$ cat config.mk
export PLATFORM = sky130hd
export DESIGN_NAME = dbus_wb_master_flat
export DESIGN_NICKNAME = d
export VERILOG_FILES = /design/src/rtl/dbus_wb_master_if.sv /design/src/rtl/dbus_wb_master.sv /design/src/flat_wrapper.sv
export SDC_FILE = /design/constraint.sdc
export NUM_CORES = 1
export LEC_CHECK = 0
export CAP_MARGIN = 30
export CORE_ASPECT_RATIO = 0.6
export CORE_MARGIN = 8
export CORE_UTILIZATION = 41
export CTS_CLUSTER_SIZE = 30
export DETAILED_ROUTE_END_ITERATION = 10
export GPL_ROUTABILITY_DRIVEN = 0
export GPL_TIMING_DRIVEN = 0
export PLACE_DENSITY = 0.82
export SYNTH_ARGS = -nofsm -noshare
export SYNTH_HDL_FRONTEND = slang
export SYNTH_SLANG_ARGS = --single-unit
$ cat constraint.sdc
create_clock -name clk_i -period 6 [get_ports clk_i]
set_input_delay 1.8 -clock clk_i [delete_from_list [all_inputs] [get_ports clk_i]]
set_output_delay 1.8 -clock clk_i [all_outputs]
set_load 0.03 [all_outputs]
$ cat src/rtl/dbus_wb_master_if.sv
// Request/response and Wishbone classic signals of the data-bus master.
// The master modport is the DUT view; slave is the LSU + Wishbone slave side.
interface dbus_wb_master_if;
    logic        req_valid_i;
    logic        req_ready_o;
    logic        we_i;
    logic [31:0] addr_i;
    logic [31:0] st_data_i;
    logic [3:0]  st_sel_i;
    logic [31:0] ld_data_o;
    logic        done_o;
    logic        err_o;
    logic        wbm_cyc_o;
    logic        wbm_stb_o;
    logic        wbm_we_o;
    logic [31:0] wbm_adr_o;
    logic [31:0] wbm_dat_o;
    logic [3:0]  wbm_sel_o;
    logic [31:0] wbm_dat_i;
    logic        wbm_ack_i;
    logic        wbm_err_i;

    modport master (
        input  req_valid_i, we_i, addr_i, st_data_i, st_sel_i,
        input  wbm_dat_i, wbm_ack_i, wbm_err_i,
        output req_ready_o, ld_data_o, done_o, err_o,
        output wbm_cyc_o, wbm_stb_o, wbm_we_o, wbm_adr_o, wbm_dat_o, wbm_sel_o
    );

    modport slave (
        output req_valid_i, we_i, addr_i, st_data_i, st_sel_i,
        output wbm_dat_i, wbm_ack_i, wbm_err_i,
        input  req_ready_o, ld_data_o, done_o, err_o,
        input  wbm_cyc_o, wbm_stb_o, wbm_we_o, wbm_adr_o, wbm_dat_o, wbm_sel_o
    );
endinterface

$ cat src/rtl/dbus_wb_master.sv
// Single-outstanding LSU-to-Wishbone classic master with bus-error and
// timeout reporting; one request in flight, one done pulse per request.
module dbus_wb_master #(
    parameter int unsigned TIMEOUT = 1023
) (
    input logic             clk_i,
    input logic             rst_i,
    dbus_wb_master_if.master bus
);
    localparam int unsigned CW = (TIMEOUT < 2) ? 1 : $clog2(TIMEOUT + 1);

    typedef enum logic [1:0] {IDLE, BUS, RESP} state_t;

    state_t         state_q, state_d;
    logic           we_q;
    logic [31:0]    addr_q;
    logic [31:0]    dat_q;
    logic [3:0]     sel_q;
    logic [31:0]    ld_q;
    logic           err_q;
    logic [CW-1:0]  cnt_q;
    logic           timeout;

    // Fires on the TIMEOUT-th consecutive BUS cycle without ack/err.
    assign timeout = (cnt_q == CW'(TIMEOUT - 1));

    always_ff @(posedge clk_i or posedge rst_i) begin
        if (rst_i) state_q <= IDLE;
        else       state_q <= state_d;
    end

    always_comb begin
        state_d = state_q;
        case (state_q)
            IDLE:    if (bus.req_valid_i) state_d = BUS;
            BUS:     if (bus.wbm_err_i || bus.wbm_ack_i || timeout) state_d = RESP;
            RESP:    state_d = IDLE;
            default: state_d = IDLE;
        endcase
    end

    // Load requests latch sel=1111/dat=0 here so the bus fields need no muxing.
    always_ff @(posedge clk_i or posedge rst_i) begin
        if (rst_i) begin
            we_q   <= 1'b0;
            addr_q <= '0;
            dat_q  <= '0;
            sel_q  <= '0;
            ld_q   <= '0;
            err_q  <= 1'b0;
            cnt_q  <= '0;
        end else begin
            case (state_q)
                IDLE: begin
                    if (bus.req_valid_i) begin
                        we_q   <= bus.we_i;
                        addr_q <= bus.addr_i;
                        dat_q  <= bus.we_i ? bus.st_data_i : '0;
                        sel_q  <= bus.we_i ? bus.st_sel_i : '1;
                        cnt_q  <= '0;
                        err_q  <= 1'b0;
                    end
                end
                BUS: begin
                    if (bus.wbm_err_i) begin
                        err_q <= 1'b1;
                    end else if (bus.wbm_ack_i) begin
                        if (!we_q) ld_q <= bus.wbm_dat_i;
                    end else if (timeout) begin
                        err_q <= 1'b1;
                    end else begin
                        cnt_q <= cnt_q + 1'b1;
                    end
                end
                RESP:    err_q <= 1'b0;
                default: ;
            endcase
        end
    end

    assign bus.req_ready_o = (state_q == IDLE);
    assign bus.wbm_cyc_o   = (state_q == BUS);
    assign bus.wbm_stb_o   = (state_q == BUS);
    assign bus.wbm_we_o    = we_q;
    assign bus.wbm_adr_o   = addr_q & 32'hFFFF_FFFC;
    assign bus.wbm_dat_o   = dat_q;
    assign bus.wbm_sel_o   = sel_q;
    assign bus.ld_data_o   = ld_q;
    assign bus.done_o      = (state_q == RESP);
    assign bus.err_o       = (state_q == RESP) && err_q;
endmodule

$ cat src/flat_wrapper.sv
// flat-port wrapper written by rule: the top's interface ports become plain ports
module dbus_wb_master_flat 
#(
    parameter int unsigned TIMEOUT = 1023
)
  (clk_i, rst_i, bus_req_valid_i, bus_we_i, bus_addr_i, bus_st_data_i, bus_st_sel_i, bus_wbm_dat_i, bus_wbm_ack_i, bus_wbm_err_i, bus_req_ready_o, bus_ld_data_o, bus_done_o, bus_err_o, bus_wbm_cyc_o, bus_wbm_stb_o, bus_wbm_we_o, bus_wbm_adr_o, bus_wbm_dat_o, bus_wbm_sel_o);
  dbus_wb_master_if bus_i ();
  input logic clk_i;
  input logic rst_i;
  input wire logic [$bits(bus_i.req_valid_i)-1:0] bus_req_valid_i;
  input wire logic [$bits(bus_i.we_i)-1:0] bus_we_i;
  input wire logic [$bits(bus_i.addr_i)-1:0] bus_addr_i;
  input wire logic [$bits(bus_i.st_data_i)-1:0] bus_st_data_i;
  input wire logic [$bits(bus_i.st_sel_i)-1:0] bus_st_sel_i;
  input wire logic [$bits(bus_i.wbm_dat_i)-1:0] bus_wbm_dat_i;
  input wire logic [$bits(bus_i.wbm_ack_i)-1:0] bus_wbm_ack_i;
  input wire logic [$bits(bus_i.wbm_err_i)-1:0] bus_wbm_err_i;
  output wire logic [$bits(bus_i.req_ready_o)-1:0] bus_req_ready_o;
  output wire logic [$bits(bus_i.ld_data_o)-1:0] bus_ld_data_o;
  output wire logic [$bits(bus_i.done_o)-1:0] bus_done_o;
  output wire logic [$bits(bus_i.err_o)-1:0] bus_err_o;
  output wire logic [$bits(bus_i.wbm_cyc_o)-1:0] bus_wbm_cyc_o;
  output wire logic [$bits(bus_i.wbm_stb_o)-1:0] bus_wbm_stb_o;
  output wire logic [$bits(bus_i.wbm_we_o)-1:0] bus_wbm_we_o;
  output wire logic [$bits(bus_i.wbm_adr_o)-1:0] bus_wbm_adr_o;
  output wire logic [$bits(bus_i.wbm_dat_o)-1:0] bus_wbm_dat_o;
  output wire logic [$bits(bus_i.wbm_sel_o)-1:0] bus_wbm_sel_o;
  assign bus_i.req_valid_i = bus_req_valid_i;
  assign bus_i.we_i = bus_we_i;
  assign bus_i.addr_i = bus_addr_i;
  assign bus_i.st_data_i = bus_st_data_i;
  assign bus_i.st_sel_i = bus_st_sel_i;
  assign bus_i.wbm_dat_i = bus_wbm_dat_i;
  assign bus_i.wbm_ack_i = bus_wbm_ack_i;
  assign bus_i.wbm_err_i = bus_wbm_err_i;
  assign bus_req_ready_o = bus_i.req_ready_o;
  assign bus_ld_data_o = bus_i.ld_data_o;
  assign bus_done_o = bus_i.done_o;
  assign bus_err_o = bus_i.err_o;
  assign bus_wbm_cyc_o = bus_i.wbm_cyc_o;
  assign bus_wbm_stb_o = bus_i.wbm_stb_o;
  assign bus_wbm_we_o = bus_i.wbm_we_o;
  assign bus_wbm_adr_o = bus_i.wbm_adr_o;
  assign bus_wbm_dat_o = bus_i.wbm_dat_o;
  assign bus_wbm_sel_o = bus_i.wbm_sel_o;
  dbus_wb_master #(.TIMEOUT(TIMEOUT)) u_core (.clk_i(clk_i), .rst_i(rst_i), .bus(bus_i));
endmodule
==> summary.md <==
| Metric | Value |
|---|---|
| Status | finished clean |
| Die area | 14900 sq um |
| Fmax | ~250 MHz |
| Die height | around 98 microns |
| Post-route DRC | 0 |
| Worst path required time | ~4.2 ns |
| Violation count after the first detailed-route iteration | between 150 and 200 |
| Mapped Cells | 375 |
| Post-synth top area share | 61.5% |
| CTS H-tree depth | 3 |
| Most common cell in the netlist | dfrtp_1 |
| Met2 Use GR | between 20% and 30% |
| Relative slew margins | between 50% and 60% |
| Minimum clock period | approximately 3.9 ns |
| Total number of vias | 3620 |
| Worst-Margin Slew | slightly above 0.7 ns |
| TritonCTS Buffers | 9 |
| Die W | between 150 and 200 microns |
| Cells on Worst Hold Path | 2 |
| Number of port buffers | ~210 |
| Pin count of the biggest net entering global routing | a little under 60 |
| Nets@finish | between 700 and 800 |
| Flops & latches, synth | approximately 110 |
| Core Area | around 11000 sq um |
| Worst-path cell chain | nand2b_1 -> clkbuf_8 -> inv_1 -> buf_4 -> clkdlybuf4s50_1 |
| Ports | 212 |
| DP Wirelength | between 10 and 15 mm |
| Setup crit start kind | register |
| Final hold vios | 0 |
| Cell Count, Final, Fillers Out | 738 |
| Total number of yosys warnings | 0 |
| Worst Reg-to-Reg Cells | 5 |
| Layout cells sized above 1 | between 15 and 20% |
| Power Density | roughly 570 nW/um^2 |
| Final Skew | just over 0.006 ns |
| Placed Instances | about 720 |
| Clock Root Buffer | clkbuf_16 |
| Worst Path Buf+Inv | 4 |
| RSZ-0062 raised after global routing | false |
| Max Slew Vio Count | 0 |
| Max-cap violations | 0 |
| Hold WC Path Type | reg2reg |
| Top FF cell, synth | dfrtp_1 |
| Busiest grt layer | met2 |
| Most common library cells after synthesis | dfrtp_1, nand2_1, mux2_2, o21ai_0 |
| Clock sink count | ~110 |
| Post-route ant nets | 0 |
| Synthesized area | 4560 sq um |
| First-pass GRT wire length | 21.7 mm |
| Post-synth EDFFs | 0 |
| Worst Setup End Kind | output port |
| # rows | 29 |
| Hold path start | u_core.bus.wbm_dat_o[31] |
| DRT Pass-1 Iters | 6 |
| Clock tree buffer depth | 2 |
| Grt ovf | 0 |
| CP arrival | ~2.1 ns |
| CP max stage cell | clkdlybuf4s50_1 |
| Post-CTS sizing | 0 |
| Worst-path maximum fanout | 8 |
| Post-Syn Area per Cell | approximately 12 sq um |
| Peak supply drop | around 360 uV |
| Pleak | slightly above 3 nW |
| Placed inst area | around 7000 sq um |
| Clock insertion delay at the later pin of the skew report | about 0.34 ns |
| Number of global-route vias before repair | 3893 |
| Worst R2R Start | u_core.state_q[1] |
| Final Instance Area | 7130 sq um |
| Setup violations, final | 0 |
| Total GRT Usage | 18.1% |
| Mean number of vias per cell | slightly below 5 |
| Post-CTS Setup Inserts | 0 |
| CP delay by family, top | buffers and inverters |
| WL/cell | around 18 microns |
| Initial antenna violation count | 0 |
| Seq/Total Area, Yosys | approximately three fifths |
| Final period util | between 60% and 70% |
| Area leader, netlist | dfrtp_1 |
| Largest cells by area after synthesis | dfrtp_1, mux2_2, nand2_1 |
| Hold Path End | u_core.bus.wbm_dat_o[31] |
| Slowest stage delay, CP | around 0.66 ns |
| WL final | 13.4 mm |
| Area delta synth->final | 56.5% |
| M1 GR Usage | 21.9% |
| ANT cells | 0 |
| Kind of critical path | reg2out |
| Reg clk slew, reported paths | roughly 0.07 ns |
| Met3 Resource Use GR | 7.68% |
| Levels on crit path | 5 |
| Post-synthesis cell type count | between 40 and 50 |
| R2r setup slk | roughly 4 ns |
| TritonCTS clock tree | done |
| Async SR Flop Fraction | 100% |
| Starting Density | 42.6% |
| Worst r2r dst | u_core.bus.ld_data_o[22] |
| Hold-fix buffers, CTS | 0 |
-- worst min-delay path, delay by kind of cell (launching register included) --
kind             cells  cell delay (ns)
AO/OA/AOI/OAI        1             0.06
flip-flops           1             0.35
AND/OR/NAND/NOR      1             0.04
-- report_power, final --
| part | internal [W] | switching, W | leakage, nW |
|---|---|---|---|
| registers | 0.00111 | 0.000219 | 1.39 |
| clock network | 0.000329 | 0.000274 | 0.152 |
| logic | 0.000930 | 0.00121 | 1.49 |
| total | 0.00237 | 0.00170 | 3.03 |
-- layout make-up --
type,instances,area (sq um)
well taps,139,174
flip-flops and latches,112,2800
plain buffers,23,135
fillers,840,3580
clock buffers,9,225
repair buffers,207,2090
clock inverters,7,77.6
multi-input cells,233,1590
inverters,8,35.0
-- placed cells by master, fill, tap and decap left out, types with 4 or more instances in the layout --
| cell type | synthesis | layout |
|---|---|---|
| buf_2 | 4 | 4 |
| clkbuf_1 | 9 | 9 |
| clkbuf_16 | 0 | 9 |
| clkdlybuf4s50_1 | 0 | 206 |
| dfrtp_1 | 112 | 112 |
| inv_1 | 7 | 6 |
| mux2_2 | 63 | 63 |
| nand2_1 | 74 | 74 |
| nand3_1 | 4 | 4 |
| nor2_1 | 9 | 9 |
| nor2b_1 | 5 | 5 |
| o21ai_0 | 41 | 41 |
-- flip-flops by register name, indices dropped and copies added, names as in the netlist --
name / cells
u_core.addr_q: 30
u_core.bus.ld_data_o: 32
u_core.bus.wbm_dat_o: 32
u_core.bus.wbm_sel_o: 4
u_core.bus.wbm_we_o: 1
u_core.cnt_q: 10
u_core.err_q: 1
u_core.state_q: 2
-- logic make-up (layout without fill, tap and decap cells) --
logic type | count (synthesis) | after routing | synth area share (%)
fa+ha+maj | 2 | 2 | 0.549
buf+inv | 31 | 254 | 3.68
compound gates | 57 | 57 | 7.36
mux | 65 | 65 | 16.1
other cells | 1 | 2 | 0.0823
simple gates | 107 | 107 | 10.7
flops | 112 | 112 | 61.5
-- layer usage --
layer  share of wire [%]  up-vias
met2                  46      157
met1                  44     1746
met3                 8.9        8
met4                0.62        0
li1                    -     1709
met5                   0        -
-- worst max path at each step --
stage               slack (ns)                  endpoint              start
global placement         -0.29          u_core.addr_q[4]              rst_i
CTS                       2.04             bus_wbm_stb_o  u_core.state_q[1]
finish                    2.07             bus_wbm_stb_o  u_core.state_q[1]
global route              1.98             bus_wbm_stb_o  u_core.state_q[1]
floorplan                 1.24         u_core.addr_q[10]              rst_i
detailed placement        2.41  u_core.bus.ld_data_o[27]      bus_wbm_err_i
-- stage by stage --
stage          TNS, ns  setup WS, ns  hold slack (ns)  total power, W  utilization (%)
6_report             0          2.07            0.482         0.00407             66.6
5_1_grt              0          1.98            0.512         0.00429             66.6
4_1_cts              0          2.04            0.486         0.00412             66.6
3_5_place_dp         0          2.41            0.469         0.00350             63.8
3_3_place_gp    -31.04        -0.286            0.461         0.00343             63.5
2_1_floorplan        0          1.24            0.489         0.00251                -
Note: power is estimated with default switching activity, not from simulation.
